===== src/rtl/mips32_fetch_queue.sv =====
`default_nettype none
// ============================================================================
// Module      : mips32_fetch_queue
// Description : Instruction prefetch unit feeding the IF/ID register. Issues
//               word-addressed reads, buffers returned words in an in-order
//               queue and hands {IR, NPC, taken} to ID over valid/ready.
//               Branch redirects flush the queue and squash stale reads.
// Revision    : 1.0 - initial release
// ============================================================================
module mips32_fetch_queue #(
  parameter int          ADDR_W   = 10,
  parameter int          DEPTH    = 4,
  parameter logic [31:0] RESET_PC = 32'h0000_0000
) (
  input  logic              clk1,
  input  logic              rst_n,
  output logic              imem_req,
  output logic [ADDR_W-1:0] imem_addr,
  input  logic              imem_gnt,
  input  logic              imem_rvalid,
  input  logic [31:0]       imem_rdata,
  input  logic              redirect,
  input  logic [31:0]       redirect_pc,
  input  logic              halt,
  output logic              out_valid,
  output logic [31:0]       out_ir,
  output logic [31:0]       out_npc,
  output logic              out_taken,
  input  logic              out_ready
);

  localparam int             PTR_W      = $clog2(DEPTH);
  localparam int             CNT_W      = PTR_W + 1;
  localparam logic [CNT_W:0] CREDIT_MAX = (CNT_W+1)'(DEPTH);

  typedef enum logic [1:0] {
    IDLE   = 2'd0,
    RUN    = 2'd1,
    HALTED = 2'd2
  } state_t;

  state_t           state;
  state_t           state_nx;

  logic [31:0]      pc;
  logic [31:0]      rsp_pc;      // fetch address of the next non-stale response
  logic [CNT_W-1:0] count;
  logic [CNT_W-1:0] pend;
  logic [CNT_W-1:0] drop;
  logic [CNT_W-1:0] count_nx;
  logic [CNT_W-1:0] left_after_pop;
  logic [PTR_W-1:0] head;
  logic [PTR_W-1:0] tail;
  logic [PTR_W-1:0] head_nx;
  logic             mark_taken;

  logic [31:0]      q_ir    [DEPTH];
  logic [31:0]      q_npc   [DEPTH];
  logic             q_taken [DEPTH];

  logic             do_redirect;
  logic             accept;
  logic             push;
  logic             pop;
  logic [31:0]      head_ir_nx;
  logic [31:0]      head_npc_nx;
  logic             head_taken_nx;

  // FSM state register
  always_ff @(posedge clk1) begin
    if (!rst_n) state <= IDLE;
    else        state <= state_nx;
  end

  // FSM next state: one idle cycle after reset, halt is sticky
  always_comb begin
    state_nx = state;
    case (state)
      IDLE:    state_nx = RUN;
      RUN:     if (halt) state_nx = HALTED;
      HALTED:  state_nx = HALTED;
      default: state_nx = IDLE;
    endcase
  end

  // Redirects only matter while running; a halted core ignores them
  assign do_redirect = (state == RUN) && redirect;
  // Occupancy plus in-flight reads never exceeds DEPTH, so a push always fits
  assign imem_req    = (state == RUN) && !halt && !redirect &&
                       (({1'b0, count} + {1'b0, pend}) < CREDIT_MAX);
  assign imem_addr   = pc[ADDR_W-1:0];
  assign accept      = imem_req && imem_gnt;
  assign push        = imem_rvalid && (drop == '0) && !do_redirect;
  assign out_valid   = (count != '0);
  assign pop         = out_valid && out_ready && !do_redirect;

  // Next occupancy and next head contents (registered outputs, no bypass)
  always_comb begin
    count_nx       = count;
    head_nx        = head;
    left_after_pop = count;
    head_ir_nx     = out_ir;
    head_npc_nx    = out_npc;
    head_taken_nx  = out_taken;
    if (pop) begin
      head_nx        = head + PTR_W'(1);
      left_after_pop = count - CNT_W'(1);
    end
    if (do_redirect)      count_nx = '0;
    else if (push && !pop) count_nx = count + CNT_W'(1);
    else if (!push && pop) count_nx = count - CNT_W'(1);
    if (!do_redirect && (count_nx != '0)) begin
      if (left_after_pop == '0) begin
        // queue drains to empty this cycle, so the new head is the pushed word
        head_ir_nx    = imem_rdata;
        head_npc_nx   = rsp_pc + 32'd1;
        head_taken_nx = mark_taken;
      end else begin
        head_ir_nx    = q_ir[head_nx];
        head_npc_nx   = q_npc[head_nx];
        head_taken_nx = q_taken[head_nx];
      end
    end
  end

  // Fetch PC, credit counters, stale-read tracking and head output registers
  always_ff @(posedge clk1) begin
    if (!rst_n) begin
      pc         <= RESET_PC;
      rsp_pc     <= RESET_PC;
      count      <= '0;
      pend       <= '0;
      drop       <= '0;
      head       <= '0;
      tail       <= '0;
      mark_taken <= 1'b0;
      out_ir     <= '0;
      out_npc    <= '0;
      out_taken  <= 1'b0;
    end else begin
      count     <= count_nx;
      head      <= do_redirect ? '0 : head_nx;
      out_ir    <= head_ir_nx;
      out_npc   <= head_npc_nx;
      out_taken <= head_taken_nx;
      if (do_redirect) begin
        pc         <= redirect_pc;
        rsp_pc     <= redirect_pc;
        mark_taken <= 1'b1;
        tail       <= '0;
        // everything still outstanding after this cycle belongs to the old path
        drop       <= imem_rvalid ? (pend - CNT_W'(1)) : pend;
      end else begin
        if (accept) pc <= pc + 32'd1;
        if (push) begin
          rsp_pc     <= rsp_pc + 32'd1;
          mark_taken <= 1'b0;
          tail       <= tail + PTR_W'(1);
        end
        if (imem_rvalid && (drop != '0)) drop <= drop - CNT_W'(1);
      end
      if (accept && !imem_rvalid)      pend <= pend + CNT_W'(1);
      else if (!accept && imem_rvalid) pend <= pend - CNT_W'(1);
    end
  end

  // Queue storage; contents are qualified by count so no reset is needed
  always_ff @(posedge clk1) begin
    if (push) begin
      q_ir[tail]    <= imem_rdata;
      q_npc[tail]   <= rsp_pc + 32'd1;
      q_taken[tail] <= mark_taken;
    end
  end

endmodule
`default_nettype wire


===== config.mk =====
export PLATFORM = sky130hd
export DESIGN_NAME = mips32_fetch_queue
export DESIGN_NICKNAME = d
export VERILOG_FILES = /design/src/rtl/mips32_fetch_queue.sv
export SDC_FILE = /design/constraint.sdc
export NUM_CORES = 1
export LEC_CHECK = 0
export ABC_AREA = 1
export CORE_ASPECT_RATIO = 0.6
export CORE_UTILIZATION = 35
export DETAILED_ROUTE_END_ITERATION = 12
export PLACE_DENSITY = 0.57
export SYNTH_ARGS = -nofsm -noshare
export SYNTH_HDL_FRONTEND = slang
export SYNTH_SLANG_ARGS = --single-unit

===== constraint.sdc =====
create_clock -name clk1 -period 4.6 [get_ports clk1]
set_clock_uncertainty 0.05 [all_clocks]
set_input_delay 0.69 -clock clk1 [delete_from_list [all_inputs] [get_ports clk1]]
set_output_delay 0.69 -clock clk1 [all_outputs]
set_load 0.01 [all_outputs]

==> impl_metrics.env <==
export IMPL_status="finished clean"
export IMPL_area_delta_synth_final_pct=19.9
export IMPL_numCtsBuffers=40
export IMPL_via_per_inst=4.92
export IMPL_synth_area_leaders="edfxtp_1, dfxtp_1, nand2_1"
export IMPL_yosysWarnings=0
export IMPL_synthArstFlopShare_pct=0
export IMPL_crit_path_end="out_ir[24]$_SDFFE_PN0P_"
export IMPL_start_util_pct=36.0
export IMPL_clock_latency_ns=0.54
export IMPL_setup_slack_ns=1.55
export IMPL_place_inst=2688
export IMPL_worstReg2RegStart="count[0]$_SDFF_PN0_"
export IMPL_max_freq_ghz=0.327
export IMPL_synth_fp_nets=2050
export IMPL_min_path_type="flop to flop"
export IMPL_finalHoldViolCount=0
export IMPL_start_kind="flop"
export IMPL_netlist_instances=1961
export IMPL_synth_top_cell_by_area="edfxtp_1"
export IMPL_powerDensity_nw_per_um2=691
export IMPL_critical_path_class="flop to flop"
export IMPL_cp_required_ns=5.03
export IMPL_drtIter0Drc=1089
export IMPL_synth_seq_cells=383
export IMPL_slew_headroom_pct=38.2
export IMPL_overflow=0
export IMPL_rows=62
export IMPL_slew_viol_final=0
export IMPL_cp_startpoint="count[0]$_SDFF_PN0_"
export IMPL_drc=0
export IMPL_pre_cts_ws_ns=1.05
export IMPL_num_vias=13600
export IMPL_synthDominantCellAreaShare_pct=44.7
export IMPL_netlist_cell_type_count=40
export IMPL_reg2reg_to="out_ir[24]$_SDFFE_PN0P_"
export IMPL_ir_drop_uv=531
export IMPL_drv_cap=0
export IMPL_crit_chain="inv_1 > ha_1 > nand2_4 > nand3_4 > nand2_1 > nand2_1 > nand2_1 > nand2_1 > nand2_1 > nand3_2 > inv_2 > buf_4 > nor2_1 > nor2_1"
export IMPL_place_gp_congestion=0.919
export IMPL_setup_tns_ns=0
export IMPL_critPathSlowestCell="nand3_2"
export IMPL_n_antenna_cell=0
export IMPL_final_cells=2760
export IMPL_yosys_most_used_dff="edfxtp_1"
export IMPL_yosysSeqAreaShare_pct=58.8
export IMPL_cts_root_buffer_cell="clkbuf_16"
export IMPL_synth_area_per_cell_sq_um=8.91
export IMPL_cts_tree="built"
export IMPL_critPathCaptureType="flop"
export IMPL_track_usage_pct=19.2
export IMPL_cp_top_family="simple AND/OR/NAND/NOR gates"
export IMPL_drive_gt1_share_pct=5.66
export IMPL_dp_hpwl_mm=31.1
export IMPL_grt_pass1_wl_mm=76.8
export IMPL_reg2regPathDepth=14
export IMPL_setup_violations=0
export IMPL_cts_sinks=383
export IMPL_first_pass_iters=6
export IMPL_wl_mm=48.7
export IMPL_drtAntennaViolNets=0
export IMPL_grt_pass1_vias=13200
export IMPL_fin_crit_sh_pct=66.4
export IMPL_grt_max_degree=137
export IMPL_port_buffers=147
export IMPL_clockBufferDepth=3
export IMPL_power_static_leakage_nw=8.33
export IMPL_path_depth=14
export IMPL_ioPinCount=148
export IMPL_critPathMaxStageDelay_ns=0.51
export IMPL_die_h_microns=175
export IMPL_crit_fanout=34
export IMPL_avgRoutedWirePerCell_microns=17.7
export IMPL_nFillCells=4742
export IMPL_syn_area_sq_um=17500
export IMPL_post_cts_resized=0
export IMPL_min_period_ns=3.05
export IMPL_cts_setup_buffers=0
export IMPL_r2r_slack_ns=1.55
export IMPL_critPathArrivalTime_ns=3.48
export IMPL_core_area_sq_um=48600
export IMPL_synth_edf_count=260
export IMPL_worst_pin_slew_ns=0.926
export IMPL_die_area_sq_um=50800
export IMPL_grt_setup_unrepaired="false"
export IMPL_htreeDepth=2
export IMPL_antenna_found_initial=1
export IMPL_nets=2179
export IMPL_die_x_microns=290
export IMPL_clkSlewWorstSetupHoldPaths_ns=0.06
export IMPL_path_common_cell="nand2_1"
export IMPL_ctsHoldBuffers=0
export IMPL_path_buf_inv=3
[per-layer routing]
| layer | GRT usage [%] | up-vias | part of all wire [%] |
|---|---|---|---|
| li1 | - | 6683 | - |
| met1 | 27.8 | 6457 | 48 |
| met2 | 30.1 | 380 | 45 |
| met4 | 4.43 | 2 | 1.9 |
| met3 | 2.99 | 65 | 5.6 |
| met5 | 0 | - | 0.027 |
[power by group]
| group | internal [W] | leakage (nW) | switching (W) |
|---|---|---|---|
| clock network | 0.00179 | 0.621 | 0.00136 |
| logic | 0.00213 | 4.30 | 0.00436 |
| registers | 0.00453 | 3.41 | 0.000315 |
| total | 0.00845 | 8.33 | 0.00603 |
[cell usage in the layout, fill, tap and decap left out, types with 3 or more instances in the layout]
cell type,instances
edfxtp_1,260
inv_1,183
buf_4,27
nand3_1,112
o21ai_1,46
ha_1,18
nand2_1,561
o21ai_0,112
dfxtp_1,123
inv_6,3
nor2_1,242
a31oi_1,30
nor2_4,8
clkbuf_16,42
clkinv_2,7
xor2_1,18
nor3_1,14
clkbuf_1,9
clkdlybuf4s50_1,146
a21oi_1,32
clkinv_1,9
clkbuf_8,4
nand3b_1,57
nand2_2,4
inv_2,3
buf_12,10
xnor2_1,7
nand4_1,11
[area by class of cell]
class / instances / area [sq um] / area share, %
clock buffer: 55 / 1140 / 5.44
clock inverter: 17 / 114 / 0.543
inverter: 189 / 709 / 3.39
multi-input combinational: 1292 / 6050 / 28.9
sequential: 383 / 10300 / 49.0
tap: 640 / 801 / 3.82
timing repair buffer: 184 / 1870 / 8.92
[worst min path at each step]
stage	slack (ns)	endpoint	cells past startpoint	from
floorplan	0.40	drop[0]$_SDFFE_PN0P_	2	drop[0]$_SDFFE_PN0P_
global placement	0.41	state[0]$_SDFFE_PN0P_	2	state[0]$_SDFFE_PN0P_
detailed placement	0.42	drop[0]$_SDFFE_PN0P_	2	drop[0]$_SDFFE_PN0P_
CTS	0.43	drop[0]$_SDFFE_PN0P_	2	drop[0]$_SDFFE_PN0P_
global route	0.46	drop[0]$_SDFFE_PN0P_	2	drop[0]$_SDFFE_PN0P_
finish	0.43	drop[0]$_SDFFE_PN0P_	2	drop[0]$_SDFFE_PN0P_
[Yosys cell counts, drive strengths merged (11+ instances only)]
| library cell | instances |
|---|---|
| a21oi | 32 |
| a31oi | 30 |
| buf | 55 |
| clkbuf | 42 |
| dfxtp | 123 |
| edfxtp | 260 |
| ha | 18 |
| inv | 186 |
| nand2 | 568 |
| nand3 | 116 |
| nand3b | 57 |
| nand4 | 11 |
| nor2 | 250 |
| nor3 | 15 |
| o21ai | 159 |
| xor2 | 18 |
[per-stage QoR]
| step | instance area [sq um] | hold WS, ns | power (W) | util (%) |
|---|---|---|---|---|
| after floorplan | 17500 | 0.404 | 0.00920 | - |
| after global placement | 19700 | 0.414 | 0.0114 | 40.6 |
| after detailed placement | 19700 | 0.424 | 0.0114 | 40.6 |
| after CTS | 21000 | 0.435 | 0.0146 | 43.2 |
| after global routing | 21000 | 0.465 | 0.0156 | 43.2 |
| final | 21000 | 0.434 | 0.0145 | 43.2 |
[logic make-up (layout without fill, tap and decap cells)]
group	after synthesis	count (layout)	share of synthesized area, %
simple gates	1017	1017	24.6
fa+ha+maj	18	18	1.29
flops	383	383	58.8
compound gates	232	232	7.08
buf+inv	286	445	6.97
xor+xnor	25	25	1.25
[worst register-to-register path, stage by stage, from the launching register on]
cell and delay, ns:
dfxtp_1 0.40, inv_1 0.10, ha_1 0.25, nand2_4 0.11, nand3_4 0.19, nand2_1 0.16, nand2_1 0.11, nand2_1 0.07
nand2_1 0.04, nand2_1 0.13, nand3_2 0.51, inv_2 0.19, buf_4 0.43, nor2_1 0.14, nor2_1 0.10
[registers in the layout (all words and copies together) (netlist names)]
signal / flops
q_ir: 128
q_npc: 128
out_ir: 32
out_npc: 32
rsp_pc: 32
pc: 10
q_taken: 4
count: 3
drop: 3
pend: 3
head: 2
state: 2
tail: 2
mark_taken: 1
out_taken: 1
(Power assumes the default switching activity.)
